**src/rtl/pipe_cu_pkg.sv**
```systemverilog
// Shared encodings for the five-stage pipeline control unit: MIPS opcode/func
// fields, ALU codes, next-PC and operand-forward selects, and the decode bundle.
package pipe_cu_pkg;

   localparam int ALU_W    = 4;
   localparam int LINK_REG = 31;

   localparam logic [5:0] OP_RTYPE = 6'b000000;
   localparam logic [5:0] OP_J     = 6'b000010;
   localparam logic [5:0] OP_JAL   = 6'b000011;
   localparam logic [5:0] OP_BEQ   = 6'b000100;
   localparam logic [5:0] OP_BNE   = 6'b000101;
   localparam logic [5:0] OP_ADDI  = 6'b001000;
   localparam logic [5:0] OP_ANDI  = 6'b001100;
   localparam logic [5:0] OP_ORI   = 6'b001101;
   localparam logic [5:0] OP_XORI  = 6'b001110;
   localparam logic [5:0] OP_LUI   = 6'b001111;
   localparam logic [5:0] OP_LW    = 6'b100011;
   localparam logic [5:0] OP_SW    = 6'b101011;

   localparam logic [5:0] FN_SLL  = 6'b000000;
   localparam logic [5:0] FN_SRL  = 6'b000010;
   localparam logic [5:0] FN_SRA  = 6'b000011;
   localparam logic [5:0] FN_JR   = 6'b001000;
   localparam logic [5:0] FN_ADD  = 6'b100000;
   localparam logic [5:0] FN_SUB  = 6'b100010;
   localparam logic [5:0] FN_AND  = 6'b100100;
   localparam logic [5:0] FN_OR   = 6'b100101;
   localparam logic [5:0] FN_XOR  = 6'b100110;
   localparam logic [5:0] FN_HAMM = 6'b110010;

   localparam logic [ALU_W-1:0] ALU_ADD  = 4'b0000;
   localparam logic [ALU_W-1:0] ALU_AND  = 4'b0001;
   localparam logic [ALU_W-1:0] ALU_XOR  = 4'b0010;
   localparam logic [ALU_W-1:0] ALU_SLL  = 4'b0011;
   localparam logic [ALU_W-1:0] ALU_SUB  = 4'b0100;
   localparam logic [ALU_W-1:0] ALU_OR   = 4'b0101;
   localparam logic [ALU_W-1:0] ALU_LUI  = 4'b0110;
   localparam logic [ALU_W-1:0] ALU_SRL  = 4'b0111;
   localparam logic [ALU_W-1:0] ALU_HAMM = 4'b1011;
   localparam logic [ALU_W-1:0] ALU_SRA  = 4'b1111;

   typedef enum logic [1:0] {
      PC_SEQ = 2'b00,
      PC_BR  = 2'b01,
      PC_JR  = 2'b10,
      PC_JMP = 2'b11
   } pcsrc_e;

   typedef enum logic [1:0] {
      FWD_RF   = 2'b00,
      FWD_EXA  = 2'b01,
      FWD_MEMA = 2'b10,
      FWD_MEMD = 2'b11
   } fwd_e;

   typedef struct packed {
      logic             wreg;
      logic             m2reg;
      logic             wmem;
      logic             aluimm;
      logic             shift;
      logic             sext;
      logic             jal;
      logic             regrt;
      logic             use_rs;
      logic             use_rt;
      logic [ALU_W-1:0] aluc;
      pcsrc_e           pcsource;
   } dec_t;

   // EX wins over MEM; a load still in EX has no data yet and falls through.
   function automatic fwd_e fwd_sel(input logic ex_hit, input logic ex_load,
                                    input logic mem_hit, input logic mem_load);
      if (ex_hit && !ex_load) return FWD_EXA;
      if (mem_hit) return mem_load ? FWD_MEMD : FWD_MEMA;
      return FWD_RF;
   endfunction

endpackage

```
**src/rtl/pipe_cu_if.sv**
```systemverilog
// ID-stage instruction fields in, decode/hazard/pipeline controls out.
interface pipe_cu_if #(
   parameter int RA_W   = 5,
   parameter int ALUC_W = 4
);
   logic [5:0]        op;
   logic [5:0]        func;
   logic [RA_W-1:0]   rs;
   logic [RA_W-1:0]   rt;
   logic [RA_W-1:0]   rd;
   logic              rsrtequ;

   logic              wreg, m2reg, wmem, aluimm, shift, sext, jal;
   logic [ALUC_W-1:0] aluc;
   logic [1:0]        pcsource;
   logic [RA_W-1:0]   rn;
   logic [1:0]        fwda, fwdb;
   logic              wpcir;

   logic              ewreg, em2reg, ewmem, ealuimm, eshift, ejal;
   logic [RA_W-1:0]   eern;
   logic [ALUC_W-1:0] ealuc;
   logic              mwreg, mm2reg, mwmem;
   logic [RA_W-1:0]   mrn;
   logic              wwreg, wm2reg;
   logic [RA_W-1:0]   wrn;

   modport slave (
      input  op, func, rs, rt, rd, rsrtequ,
      output wreg, m2reg, wmem, aluimm, shift, sext, jal, aluc, pcsource, rn,
             fwda, fwdb, wpcir,
             ewreg, em2reg, ewmem, ealuimm, eshift, ejal, eern, ealuc,
             mwreg, mm2reg, mwmem, mrn, wwreg, wm2reg, wrn
   );

   modport master (
      output op, func, rs, rt, rd, rsrtequ,
      input  wreg, m2reg, wmem, aluimm, shift, sext, jal, aluc, pcsource, rn,
             fwda, fwdb, wpcir,
             ewreg, em2reg, ewmem, ealuimm, eshift, ejal, eern, ealuc,
             mwreg, mm2reg, mwmem, mrn, wwreg, wm2reg, wrn
   );
endinterface

```
**src/rtl/pipe_cu_decode.sv**
```systemverilog
// Purely combinational ID-stage instruction decoder; unknown encodings
// come out as an all-zero bubble.
module cu_decode
   import pipe_cu_pkg::*;
(
   input  logic [5:0] i_op,
   input  logic [5:0] i_func,
   input  logic       i_rsrtequ,
   output dec_t       o_dec
);

   dec_t w_d;

   always_comb begin
      w_d          = '0;
      w_d.pcsource = PC_SEQ;
      case (i_op)
         OP_RTYPE: begin
            case (i_func)
               FN_ADD, FN_SUB, FN_AND, FN_OR, FN_XOR, FN_HAMM: begin
                  w_d.wreg   = 1'b1;
                  w_d.use_rs = 1'b1;
                  w_d.use_rt = 1'b1;
                  case (i_func)
                     FN_SUB:  w_d.aluc = ALU_SUB;
                     FN_AND:  w_d.aluc = ALU_AND;
                     FN_OR:   w_d.aluc = ALU_OR;
                     FN_XOR:  w_d.aluc = ALU_XOR;
                     FN_HAMM: w_d.aluc = ALU_HAMM;
                     default: w_d.aluc = ALU_ADD;
                  endcase
               end
               FN_SLL, FN_SRL, FN_SRA: begin
                  w_d.wreg   = 1'b1;
                  w_d.shift  = 1'b1;
                  w_d.use_rt = 1'b1;
                  w_d.aluc   = (i_func == FN_SLL) ? ALU_SLL :
                               (i_func == FN_SRL) ? ALU_SRL : ALU_SRA;
               end
               FN_JR: begin
                  w_d.use_rs   = 1'b1;
                  w_d.pcsource = PC_JR;
               end
               default: ;
            endcase
         end
         OP_ADDI, OP_ANDI, OP_ORI, OP_XORI: begin
            w_d.wreg   = 1'b1;
            w_d.regrt  = 1'b1;
            w_d.aluimm = 1'b1;
            w_d.use_rs = 1'b1;
            w_d.sext   = (i_op == OP_ADDI);
            w_d.aluc   = (i_op == OP_ANDI) ? ALU_AND :
                         (i_op == OP_ORI)  ? ALU_OR  :
                         (i_op == OP_XORI) ? ALU_XOR : ALU_ADD;
         end
         OP_LW: begin
            w_d.wreg   = 1'b1;
            w_d.m2reg  = 1'b1;
            w_d.regrt  = 1'b1;
            w_d.aluimm = 1'b1;
            w_d.sext   = 1'b1;
            w_d.use_rs = 1'b1;
         end
         OP_SW: begin
            w_d.wmem   = 1'b1;
            w_d.aluimm = 1'b1;
            w_d.sext   = 1'b1;
            w_d.use_rs = 1'b1;
            w_d.use_rt = 1'b1;
         end
         OP_BEQ, OP_BNE: begin
            w_d.sext   = 1'b1;
            w_d.use_rs = 1'b1;
            w_d.use_rt = 1'b1;
            w_d.aluc   = ALU_XOR;
            if ((i_op == OP_BEQ) == i_rsrtequ) w_d.pcsource = PC_BR;
         end
         OP_LUI: begin
            w_d.wreg   = 1'b1;
            w_d.regrt  = 1'b1;
            w_d.aluimm = 1'b1;
            w_d.aluc   = ALU_LUI;
         end
         OP_J: w_d.pcsource = PC_JMP;
         OP_JAL: begin
            w_d.wreg     = 1'b1;
            w_d.jal      = 1'b1;
            w_d.pcsource = PC_JMP;
         end
         default: ;
      endcase
   end

   assign o_dec = w_d;

endmodule

```
**src/rtl/pipe_cu.sv**
```systemverilog
// Pipelined MIPS control unit: decode, RAW hazard stall/forward selection,
// branch squash and the ID->EX->MEM->WB control registers.
module pipe_cu
   import pipe_cu_pkg::*;
#(
   parameter int RA_W       = 5,
   parameter int ALUC_W     = 4,
   parameter int FWD_EN     = 1,
   parameter int DELAY_SLOT = 1
) (
   input  logic       clock,
   input  logic       resetn,
   pipe_cu_if.slave   bus
);

   localparam logic SQUASH_EN = (DELAY_SLOT == 0);

   dec_t              w_dec;
   logic [RA_W-1:0]   w_rn;
   logic              w_use_rs, w_use_rt;
   logic              w_a_ex, w_b_ex, w_a_mem, w_b_mem;
   logic              w_ld_use, w_any_raw, w_stall, w_kill, w_taken;
   fwd_e              w_fwda, w_fwdb;
   pcsrc_e            w_pcsource;
   logic [ALUC_W-1:0] w_aluc;
   logic              w_wreg, w_m2reg, w_wmem, w_aluimm, w_shift, w_sext, w_jal;

   logic              r_squash;
   logic              r_ewreg, r_em2reg, r_ewmem, r_ealuimm, r_eshift, r_ejal;
   logic [RA_W-1:0]   r_eern;
   logic [ALUC_W-1:0] r_ealuc;
   logic              r_mwreg, r_mm2reg, r_mwmem;
   logic [RA_W-1:0]   r_mrn;
   logic              r_wwreg, r_wm2reg;
   logic [RA_W-1:0]   r_wrn;

   cu_decode u_decode (
      .i_op      (bus.op),
      .i_func    (bus.func),
      .i_rsrtequ (bus.rsrtequ),
      .o_dec     (w_dec)
   );

   assign w_rn = w_dec.jal ? {RA_W{1'b1}} : (w_dec.regrt ? bus.rt : bus.rd);

   // A squashed instruction never reads its sources, so it can never stall.
   assign w_use_rs = w_dec.use_rs & ~r_squash;
   assign w_use_rt = w_dec.use_rt & ~r_squash;

   assign w_a_ex  = r_ewreg & (r_eern != '0) & (r_eern == bus.rs);
   assign w_b_ex  = r_ewreg & (r_eern != '0) & (r_eern == bus.rt);
   assign w_a_mem = r_mwreg & (r_mrn  != '0) & (r_mrn  == bus.rs);
   assign w_b_mem = r_mwreg & (r_mrn  != '0) & (r_mrn  == bus.rt);

   assign w_ld_use  = r_em2reg & ((w_use_rs & w_a_ex) | (w_use_rt & w_b_ex));
   assign w_any_raw = (w_use_rs & (w_a_ex | w_a_mem)) | (w_use_rt & (w_b_ex | w_b_mem));
   assign w_stall   = (FWD_EN != 0) ? w_ld_use : w_any_raw;
   assign w_kill    = w_stall | r_squash;

   assign w_fwda = (FWD_EN != 0) ? fwd_sel(w_a_ex, r_em2reg, w_a_mem, r_mm2reg) : FWD_RF;
   assign w_fwdb = (FWD_EN != 0) ? fwd_sel(w_b_ex, r_em2reg, w_b_mem, r_mm2reg) : FWD_RF;

   assign w_wreg     = w_dec.wreg   & ~w_kill;
   assign w_m2reg    = w_dec.m2reg  & ~w_kill;
   assign w_wmem     = w_dec.wmem   & ~w_kill;
   assign w_aluimm   = w_dec.aluimm & ~w_kill;
   assign w_shift    = w_dec.shift  & ~w_kill;
   assign w_sext     = w_dec.sext   & ~w_kill;
   assign w_jal      = w_dec.jal    & ~w_kill;
   assign w_aluc     = w_kill ? '0 : ALUC_W'(w_dec.aluc);
   assign w_pcsource = w_kill ? PC_SEQ : w_dec.pcsource;
   assign w_taken    = (w_pcsource != PC_SEQ);

   always_ff @(posedge clock or negedge resetn) begin
      if (!resetn) begin
         r_squash  <= 1'b0;
         r_ewreg   <= 1'b0;
         r_em2reg  <= 1'b0;
         r_ewmem   <= 1'b0;
         r_ealuimm <= 1'b0;
         r_eshift  <= 1'b0;
         r_ejal    <= 1'b0;
         r_eern    <= '0;
         r_ealuc   <= '0;
         r_mwreg   <= 1'b0;
         r_mm2reg  <= 1'b0;
         r_mwmem   <= 1'b0;
         r_mrn     <= '0;
         r_wwreg   <= 1'b0;
         r_wm2reg  <= 1'b0;
         r_wrn     <= '0;
      end else begin
         // The redirect is taken only once the branch leaves ID, so a stalled
         // branch defers its squash until the stall releases.
         r_squash  <= w_stall ? r_squash : (SQUASH_EN & w_taken);
         r_ewreg   <= w_wreg;
         r_em2reg  <= w_m2reg;
         r_ewmem   <= w_wmem;
         r_ealuimm <= w_aluimm;
         r_eshift  <= w_shift;
         r_ejal    <= w_jal;
         r_eern    <= w_rn;
         r_ealuc   <= w_aluc;
         r_mwreg   <= r_ewreg;
         r_mm2reg  <= r_em2reg;
         r_mwmem   <= r_ewmem;
         r_mrn     <= r_eern;
         r_wwreg   <= r_mwreg;
         r_wm2reg  <= r_mm2reg;
         r_wrn     <= r_mrn;
      end
   end

   assign bus.wreg     = w_wreg;
   assign bus.m2reg    = w_m2reg;
   assign bus.wmem     = w_wmem;
   assign bus.aluimm   = w_aluimm;
   assign bus.shift    = w_shift;
   assign bus.sext     = w_sext;
   assign bus.jal      = w_jal;
   assign bus.aluc     = w_aluc;
   assign bus.pcsource = w_pcsource;
   assign bus.rn       = w_rn;
   assign bus.fwda     = w_fwda;
   assign bus.fwdb     = w_fwdb;
   assign bus.wpcir    = ~w_stall;
   assign bus.ewreg    = r_ewreg;
   assign bus.em2reg   = r_em2reg;
   assign bus.ewmem    = r_ewmem;
   assign bus.ealuimm  = r_ealuimm;
   assign bus.eshift   = r_eshift;
   assign bus.ejal     = r_ejal;
   assign bus.eern     = r_eern;
   assign bus.ealuc    = r_ealuc;
   assign bus.mwreg    = r_mwreg;
   assign bus.mm2reg   = r_mm2reg;
   assign bus.mwmem    = r_mwmem;
   assign bus.mrn      = r_mrn;
   assign bus.wwreg    = r_wwreg;
   assign bus.wm2reg   = r_wm2reg;
   assign bus.wrn      = r_wrn;

endmodule

```
**src/flat_wrapper.sv**
```systemverilog
// flat-port wrapper written by rule: the top's interface ports become plain ports
module pipe_cu_flat import pipe_cu_pkg::*;
#(
   parameter int RA_W       = 5,
   parameter int ALUC_W     = 4,
   parameter int FWD_EN     = 1,
   parameter int DELAY_SLOT = 1
)
  (clock, resetn, bus_op, bus_func, bus_rs, bus_rt, bus_rd, bus_rsrtequ, bus_wreg, bus_m2reg, bus_wmem, bus_aluimm, bus_shift, bus_sext, bus_jal, bus_aluc, bus_pcsource, bus_rn, bus_fwda, bus_fwdb, bus_wpcir, bus_ewreg, bus_em2reg, bus_ewmem, bus_ealuimm, bus_eshift, bus_ejal, bus_eern, bus_ealuc, bus_mwreg, bus_mm2reg, bus_mwmem, bus_mrn, bus_wwreg, bus_wm2reg, bus_wrn);
  pipe_cu_if #(.RA_W(RA_W), .ALUC_W(ALUC_W)) bus_i ();
  input  logic clock;
  input  logic resetn;
  input wire logic [$bits(bus_i.op)-1:0] bus_op;
  input wire logic [$bits(bus_i.func)-1:0] bus_func;
  input wire logic [$bits(bus_i.rs)-1:0] bus_rs;
  input wire logic [$bits(bus_i.rt)-1:0] bus_rt;
  input wire logic [$bits(bus_i.rd)-1:0] bus_rd;
  input wire logic [$bits(bus_i.rsrtequ)-1:0] bus_rsrtequ;
  output wire logic [$bits(bus_i.wreg)-1:0] bus_wreg;
  output wire logic [$bits(bus_i.m2reg)-1:0] bus_m2reg;
  output wire logic [$bits(bus_i.wmem)-1:0] bus_wmem;
  output wire logic [$bits(bus_i.aluimm)-1:0] bus_aluimm;
  output wire logic [$bits(bus_i.shift)-1:0] bus_shift;
  output wire logic [$bits(bus_i.sext)-1:0] bus_sext;
  output wire logic [$bits(bus_i.jal)-1:0] bus_jal;
  output wire logic [$bits(bus_i.aluc)-1:0] bus_aluc;
  output wire logic [$bits(bus_i.pcsource)-1:0] bus_pcsource;
  output wire logic [$bits(bus_i.rn)-1:0] bus_rn;
  output wire logic [$bits(bus_i.fwda)-1:0] bus_fwda;
  output wire logic [$bits(bus_i.fwdb)-1:0] bus_fwdb;
  output wire logic [$bits(bus_i.wpcir)-1:0] bus_wpcir;
  output wire logic [$bits(bus_i.ewreg)-1:0] bus_ewreg;
  output wire logic [$bits(bus_i.em2reg)-1:0] bus_em2reg;
  output wire logic [$bits(bus_i.ewmem)-1:0] bus_ewmem;
  output wire logic [$bits(bus_i.ealuimm)-1:0] bus_ealuimm;
  output wire logic [$bits(bus_i.eshift)-1:0] bus_eshift;
  output wire logic [$bits(bus_i.ejal)-1:0] bus_ejal;
  output wire logic [$bits(bus_i.eern)-1:0] bus_eern;
  output wire logic [$bits(bus_i.ealuc)-1:0] bus_ealuc;
  output wire logic [$bits(bus_i.mwreg)-1:0] bus_mwreg;
  output wire logic [$bits(bus_i.mm2reg)-1:0] bus_mm2reg;
  output wire logic [$bits(bus_i.mwmem)-1:0] bus_mwmem;
  output wire logic [$bits(bus_i.mrn)-1:0] bus_mrn;
  output wire logic [$bits(bus_i.wwreg)-1:0] bus_wwreg;
  output wire logic [$bits(bus_i.wm2reg)-1:0] bus_wm2reg;
  output wire logic [$bits(bus_i.wrn)-1:0] bus_wrn;
  assign bus_i.op = bus_op;
  assign bus_i.func = bus_func;
  assign bus_i.rs = bus_rs;
  assign bus_i.rt = bus_rt;
  assign bus_i.rd = bus_rd;
  assign bus_i.rsrtequ = bus_rsrtequ;
  assign bus_wreg = bus_i.wreg;
  assign bus_m2reg = bus_i.m2reg;
  assign bus_wmem = bus_i.wmem;
  assign bus_aluimm = bus_i.aluimm;
  assign bus_shift = bus_i.shift;
  assign bus_sext = bus_i.sext;
  assign bus_jal = bus_i.jal;
  assign bus_aluc = bus_i.aluc;
  assign bus_pcsource = bus_i.pcsource;
  assign bus_rn = bus_i.rn;
  assign bus_fwda = bus_i.fwda;
  assign bus_fwdb = bus_i.fwdb;
  assign bus_wpcir = bus_i.wpcir;
  assign bus_ewreg = bus_i.ewreg;
  assign bus_em2reg = bus_i.em2reg;
  assign bus_ewmem = bus_i.ewmem;
  assign bus_ealuimm = bus_i.ealuimm;
  assign bus_eshift = bus_i.eshift;
  assign bus_ejal = bus_i.ejal;
  assign bus_eern = bus_i.eern;
  assign bus_ealuc = bus_i.ealuc;
  assign bus_mwreg = bus_i.mwreg;
  assign bus_mm2reg = bus_i.mm2reg;
  assign bus_mwmem = bus_i.mwmem;
  assign bus_mrn = bus_i.mrn;
  assign bus_wwreg = bus_i.wwreg;
  assign bus_wm2reg = bus_i.wm2reg;
  assign bus_wrn = bus_i.wrn;
  pipe_cu #(.RA_W(RA_W), .ALUC_W(ALUC_W), .FWD_EN(FWD_EN), .DELAY_SLOT(DELAY_SLOT)) u_core (.clock(clock), .resetn(resetn), .bus(bus_i));
endmodule
```
**config.mk**
```make
export PLATFORM = sky130hd
export DESIGN_NAME = pipe_cu_flat
export DESIGN_NICKNAME = d
export VERILOG_FILES = /design/src/rtl/pipe_cu_pkg.sv /design/src/rtl/pipe_cu_if.sv /design/src/rtl/pipe_cu_decode.sv /design/src/rtl/pipe_cu.sv /design/src/flat_wrapper.sv
export SDC_FILE = /design/constraint.sdc
export NUM_CORES = 1
export LEC_CHECK = 0
export ABC_AREA = 1
export BUFFER_PORTS_ARGS = -buffer_cell sky130_fd_sc_hd__buf_2
export CAP_MARGIN = 20
export CORE_UTILIZATION = 35
export DETAILED_ROUTE_END_ITERATION = 8
export PLACE_DENSITY = 0.68
export SLEW_MARGIN = 15
export SYNTH_ARGS = -nofsm -noshare
export SYNTH_HDL_FRONTEND = slang
export SYNTH_SLANG_ARGS = --single-unit
```
**constraint.sdc**
```tcl
create_clock -name clock -period 3.3 [get_ports clock]
set_input_delay 0.495 -clock clock [delete_from_list [all_inputs] [get_ports clock]]
set_output_delay 0.495 -clock clock [all_outputs]
set_load 0.005 [all_outputs]
```
* After elaboration in Yosys (flattened, before gate mapping) *
Cells that the tools add are included.
Widths: inputs -> output; s select.

operators by class
  equality and inequality tests = 25
  bitwise operators = 18
  muxes and demuxes = 43
  reduce and logical (&&, ||, !) cells = 20

operators with widths
  kind                number
  $eq 6x6->1 const B  8
  $eq 6x4->1 const B  6
  $eq 6x2->1 const B  4
  $mux 2              11
  $reduce_or 7->1     3
  $eq 5x5->1          4
  $pmux 4 s5          1
  $mux 1              17
  $and 1x1->1         16
  $pmux 4 s4          1
  $eq 6x3->1 const B  2
  $logic_not 6->1     2
  $mux 4              3
  $reduce_or 6->1     2
  $mux 5              2
  $pmux 5 s2          1
  $reduce_bool 5->1   2
  $reduce_or 9->1     1
  $pmux 1 s2          4
  $reduce_or 4->1     2
  $reduce_or 8->1     1
  $mux 3              2
  $pmux 2 s3          1
  $reduce_or 3->1     2
  6 further kinds     8

storage, ports and cells
  flip-flop bits (word level) = 30
  output and inout port bits = 53

* Depth between registers and ports, before layout *
  depth after elaboration = 10
  depth in mapped cells = 10

* Modules after synthesis *
From an unflattened synthesis, not the netlist that was laid out.

second synthesis, totals
  cell total of the unflattened synthesis = 225
  area total of the unflattened synthesis = 1795.5 um^2

by module, submodules not included
  module     times used  cells an instance  sequential area each (um^2)  area an instance (um^2)
  pipe_cu    1           134                750.7                        1338.8
  cu_decode  1           91                 0.0                          456.7

* Least setup slack after synthesis *
No wires, ideal clock.

  kind = input port to output port
  from = input port bus_func[1]
  to = output port bus_aluc[0]
  cell stages on the path = 10
  buffers on the path = 1
  slack = 1.373 ns
  data arrival time = 1.432 ns
  cells stage by stage = inv_1 > nor2_2 > nand3_1 > nand3_1 > o21bai_1 > nand2_1 > nand2_1 > nand2_2 > buf_6 > a21oi_2

between the ends
  cells in the longest elaborated chain, start to end = 8
  elaborated cells on any way between the ends = 25

RTL lines
  item                                     line                  source
  start: declaration                       flat_wrapper.sv:14    input wire logic [$bits(bus_i.func)-1:0] bus_func;
  $eq 6x6->1 (tied with other cells)       pipe_cu_decode.sv:19  case (i_func)
  $reduce_or 6->1 (tied with other cells)  -
  $pmux 5 s2 or $mux 1 (tied branches)     pipe_cu_decode.sv:19
  $pmux 1 s2                               pipe_cu_decode.sv:17  case (i_op)
  $and 1x1->1                              pipe_cu.sv:55         assign w_ld_use = r_em2reg & ((w_use_rs & w_a_ex) | (w_use_rt & w_b_ex));
  $or 1x1->1                               pipe_cu.sv:55
  $and 1x1->1                              pipe_cu.sv:55
  $mux 4 *                                 pipe_cu.sv:70         assign w_aluc = w_kill ? '0 : ALUC_W'(w_dec.aluc);
  end: declaration                         flat_wrapper.sv:26    output wire logic [$bits(bus_i.aluc)-1:0] bus_aluc;

Mark *: on every way between the ends. The rest lies on a longest branch, timed or not.

* Final worst setup path *
  from = register u_core.r_eern[3], in the netlist u_core.bus.eern[3]
  to = output port bus_aluc[3]

between the ends
  cells in the longest elaborated chain, start to end = 7
  elaborated cells on any way between the ends = 11

RTL lines
  item                                   line                          source
  start: declaration                     pipe_cu.sv:30                 logic [RA_W-1:0] r_eern;
  start signal: assignment               pipe_cu.sv:102                r_eern <= w_rn;
  $reduce_bool 5->1                      pipe_cu.sv:50, pipe_cu.sv:51
  $and 1x1->1                            pipe_cu.sv:50, pipe_cu.sv:51
  $and 1x1->1, on equally long branches  pipe_cu.sv:50, pipe_cu.sv:51
  $and 1x1->1                            pipe_cu.sv:55
  $or 1x1->1 *                           pipe_cu.sv:55
  $and 1x1->1 *                          pipe_cu.sv:55
  $mux 4 *                               pipe_cu.sv:70

Marked as above.

==> flow_summary_export.csv <==
group,metric,value,unit
critical_path,critPathKind,"flop to primary output",
placed_design,dpl.cell_count,348,
critical_path,start_kind,"flop",
critical_path,crit_fanout,13,
critical_path,timing.critical_path.slowest_cell_delay,0.45,ns
clock_network,clk_root_buffer_cell,"clkbuf_8",
die,die_area,5160,µm²
timing,timing.final.crit_share,0.737,
logic_synthesis,synth_compound_gate_area_share,0.102,
timing,rsz0062_at_grt,"no",
logic_synthesis,syn_avg_cell_area,8.50,µm²
die,die_width,71.9,µm
critical_path,ff2ff_setup_slack,1.65,ns
logic_synthesis,synth.lib_cells_used.distinct,27,
final_layout,postLayoutCellArea,2300,µm²
logic_synthesis,post_synth_instance_area,1710,µm²
logic_synthesis,synth_xor_xnor_area_share,0.103,
clock_network,tritoncts,"yes",
die,top_level_ports,83,
logic_synthesis,async_flop_share,1.00,
timing,drv_slew,0,
final_layout,fin_nets,318,
clock_network,clkSlewWorstSetupHoldPaths,0.06,ns
clock_network,cts_repair_resized_insts,0,
logic_synthesis,synthAdderAreaFrac,0,
clock_network,clock_insertion_delay_worst_skew,0.28,ns
routing,routed_via_density,4.65,
logic_synthesis,synth_flop_cell,"dfrtp_1",
timing,tns,0,ns
placed_design,dpl_cell_area,2190,µm²
logic_synthesis,synth_area_leaders,"dfrtp_1 44%, xnor2_1 8.2%, nand2_1 7.7%, nand3_1 6.2%, a21oi_2 5.1%",
grt,grt_usage,0.174,
logic_synthesis,synth_nets,231,
timing,min_period,2.43,ns
clock_network,cts-hold-fix-buffers,0,
power,areal_power_density_over_the_cells,401,nW/µm²
critical_path,critPathBufInv,1,
routing,drt_first_pass_iters,4,
routing,detail_route.iter0.violations,77,
run,max_cap_violations,0,
clock_network,cts-root-to-sink-buffers,2,
die,start_util,0.362,
clock_network,clock_tree.htree_level_count,2,
grt,maximum_number_of_pins_on_one_net_before_global_route_repair,31,
power,leakage,1.28,nW
routing,route.vias.total,1649,
timing,max_slew.worst_pin.slew,0.761,ns
die,rows,25,
clock_network,post-cts-setup-buffer-count,0,
timing,fin_hold_ws,0.248,ns
logic_synthesis,synth-seq-area-share,0.440,
placed_design,place.gp.congestion,0.902,
grt,grt_antenna_before_repair,0,
timing,skew,0.00365,ns
grt,number_of_global_route_vias_before_repair,1538,
timing,fmax,411,MHz
clock_network,cts_made_buffers,5,
timing,timing.slew.headroom,0.493,
critical_path,crit_chain,"xnor2_1 > nand4_1 > nor3_1 > nand2_1 > nand2_2 > a21oi_1 > buf_2",
die,coreArea,4720,µm²
critical_path,critical-path-top-delay-family,"simple AND/OR/NAND/NOR gates",
logic_synthesis,synth_top_family_by_area,"simple AND/OR/NAND/NOR gates",
logic_synthesis,post_synth_inst_count,201,
critical_path,crit_slowest_cell,"dfrtp_1",
placed_design,dpl.hpwl,3470,µm
final_layout,stdcell_count,355,
final_layout,area_growth,34.7,%
logic_synthesis,synth_commonest_cells,"35 x nand2_1, 30 x dfrtp_1, 22 x inv_1",
clock_network,cts.sinks,30,
power,max-vdd-ir-drop,0.149,mV
logic_synthesis,yosys.cell_count.top_type,"nand2_1",
placed_design,place_worst_setup_slack,0.870,ns
timing,finalHoldViolCount,0,
placed_design,numPortBuffers,82,
critical_path,required,2.80,ns
logic_synthesis,synth-simple-area-share,0.297,
status,run_status,"finished, final reports clean",
critical_path,worst_ep_arrival_time,1.94,ns
routing,antenna_left,0,
routing,route.detailed.drc,0,
logic_synthesis,muxShareOfSynthArea,0,
timing,worst_slack,0.867,ns
logic_synthesis,yosys_register_bits,30,
logic_synthesis,synth_edf_count,0,
routing,wirelength,4290,µm
critical_path,critPathCaptureType,"primary output",
grt,grt_pass1_wl,7000,µm
final_layout,share_of_post_route_cells_with_drive_strength_above_1,0.420,
logic_synthesis,synth_area_leader_cell,"dfrtp_1",
die,dieHeight,71.9,µm
routing,routedWlPerCell,12.1,µm
logic_synthesis,yosysWarningCount,0,
grt,final_global_route_overflow_total,0,
final_layout,num_antenna_cells,0,
hold_path,worst_hold_path_type,"input port to async pin",
logic_synthesis,netlist.area_leader.share,0.440,
timing,setup_violations,0,
## metal layers
layer	up-vias	global-route usage	share of wire
li1	827	-	-
met1	753	0.217	0.44
met2	61	0.288	0.48
met3	8	0.0450	0.062
met4	0	0.0675	0.015
met5	-	0	0
## cells by family after synthesis
family / after synthesis
compound gates: 25
xor+xnor: 20
buf+inv: 25
flops: 30
simple gates: 101
## through the flow
stage	power [W]	utilization
after CTS	0.000933	0.487
final	0.000921	0.487
after global routing	0.000964	0.487
after detailed placement	0.000558	0.463
after floorplan	0.000482	-
after global placement	0.000556	0.463
## layout by cell type, fill, tap and decap left out, types with 4 or more instances in the layout
cell / count
nor2_1: 12
nand3_1: 21
xor2_1: 4
nand2_1: 35
a21oi_2: 10
o21ai_0: 4
buf_2: 82
nor2_2: 9
inv_1: 22
nand4_1: 6
xnor2_1: 16
a21oi_1: 6
nor3_1: 5
clkbuf_8: 6
dfrtp_1: 30
## power by group
group	switching (W)	leakage [nW]	internal, W	total, W
Sequential	0.0000196	0.383	0.000387	0.000407
Combinational	0.0000766	0.837	0.0000668	0.000143
Clock	0.000130	0.0573	0.000241	0.000371
## final timing paths
kind	to	from	cells past startpoint
setup / recovery	bus_aluc[3]	u_core.bus.eern[3]$_DFF_PN0_	7
hold / removal	u_core.bus.wm2reg$_DFF_PN0_	resetn	1
setup reg to reg	u_core.bus.ealuc[3]$_DFF_PN0_	u_core.bus.eern[3]$_DFF_PN0_	6
hold reg to reg	u_core.bus.mwmem$_DFF_PN0_	u_core.bus.ewmem$_DFF_PN0_	0
max in group asynchronous	u_core.bus.mrn[1]$_DFF_PN0_	resetn	1
min in group clock	u_core.bus.mwmem$_DFF_PN0_	u_core.bus.ewmem$_DFF_PN0_	0
## state kept, by name, summed over array words and instances (netlist names)
name,cells
u_core.bus.eern,5
u_core.bus.mrn,5
u_core.bus.em2reg,1
u_core.bus.ealuc,4
u_core.bus.mwmem,1
u_core.bus.eshift,1
u_core.bus.wm2reg,1
u_core.bus.mwreg,1
u_core.bus.ejal,1
u_core.bus.mm2reg,1
u_core.bus.ewreg,1
u_core.bus.ewmem,1
u_core.bus.wwreg,1
u_core.bus.wrn,5
u_core.bus.ealuimm,1
## cell type report
class / count / area, µm²
well taps: 67 / 83.8
multi-input cells: 146 / 856
clock inverters: 1 / 30.0
clock buffers: 6 / 82.6
inverters: 23 / 86.3
fillers: 480 / 2420
repair buffers: 82 / 410
flip-flops and latches: 30 / 751
Power figures use the tool's default switching activity.
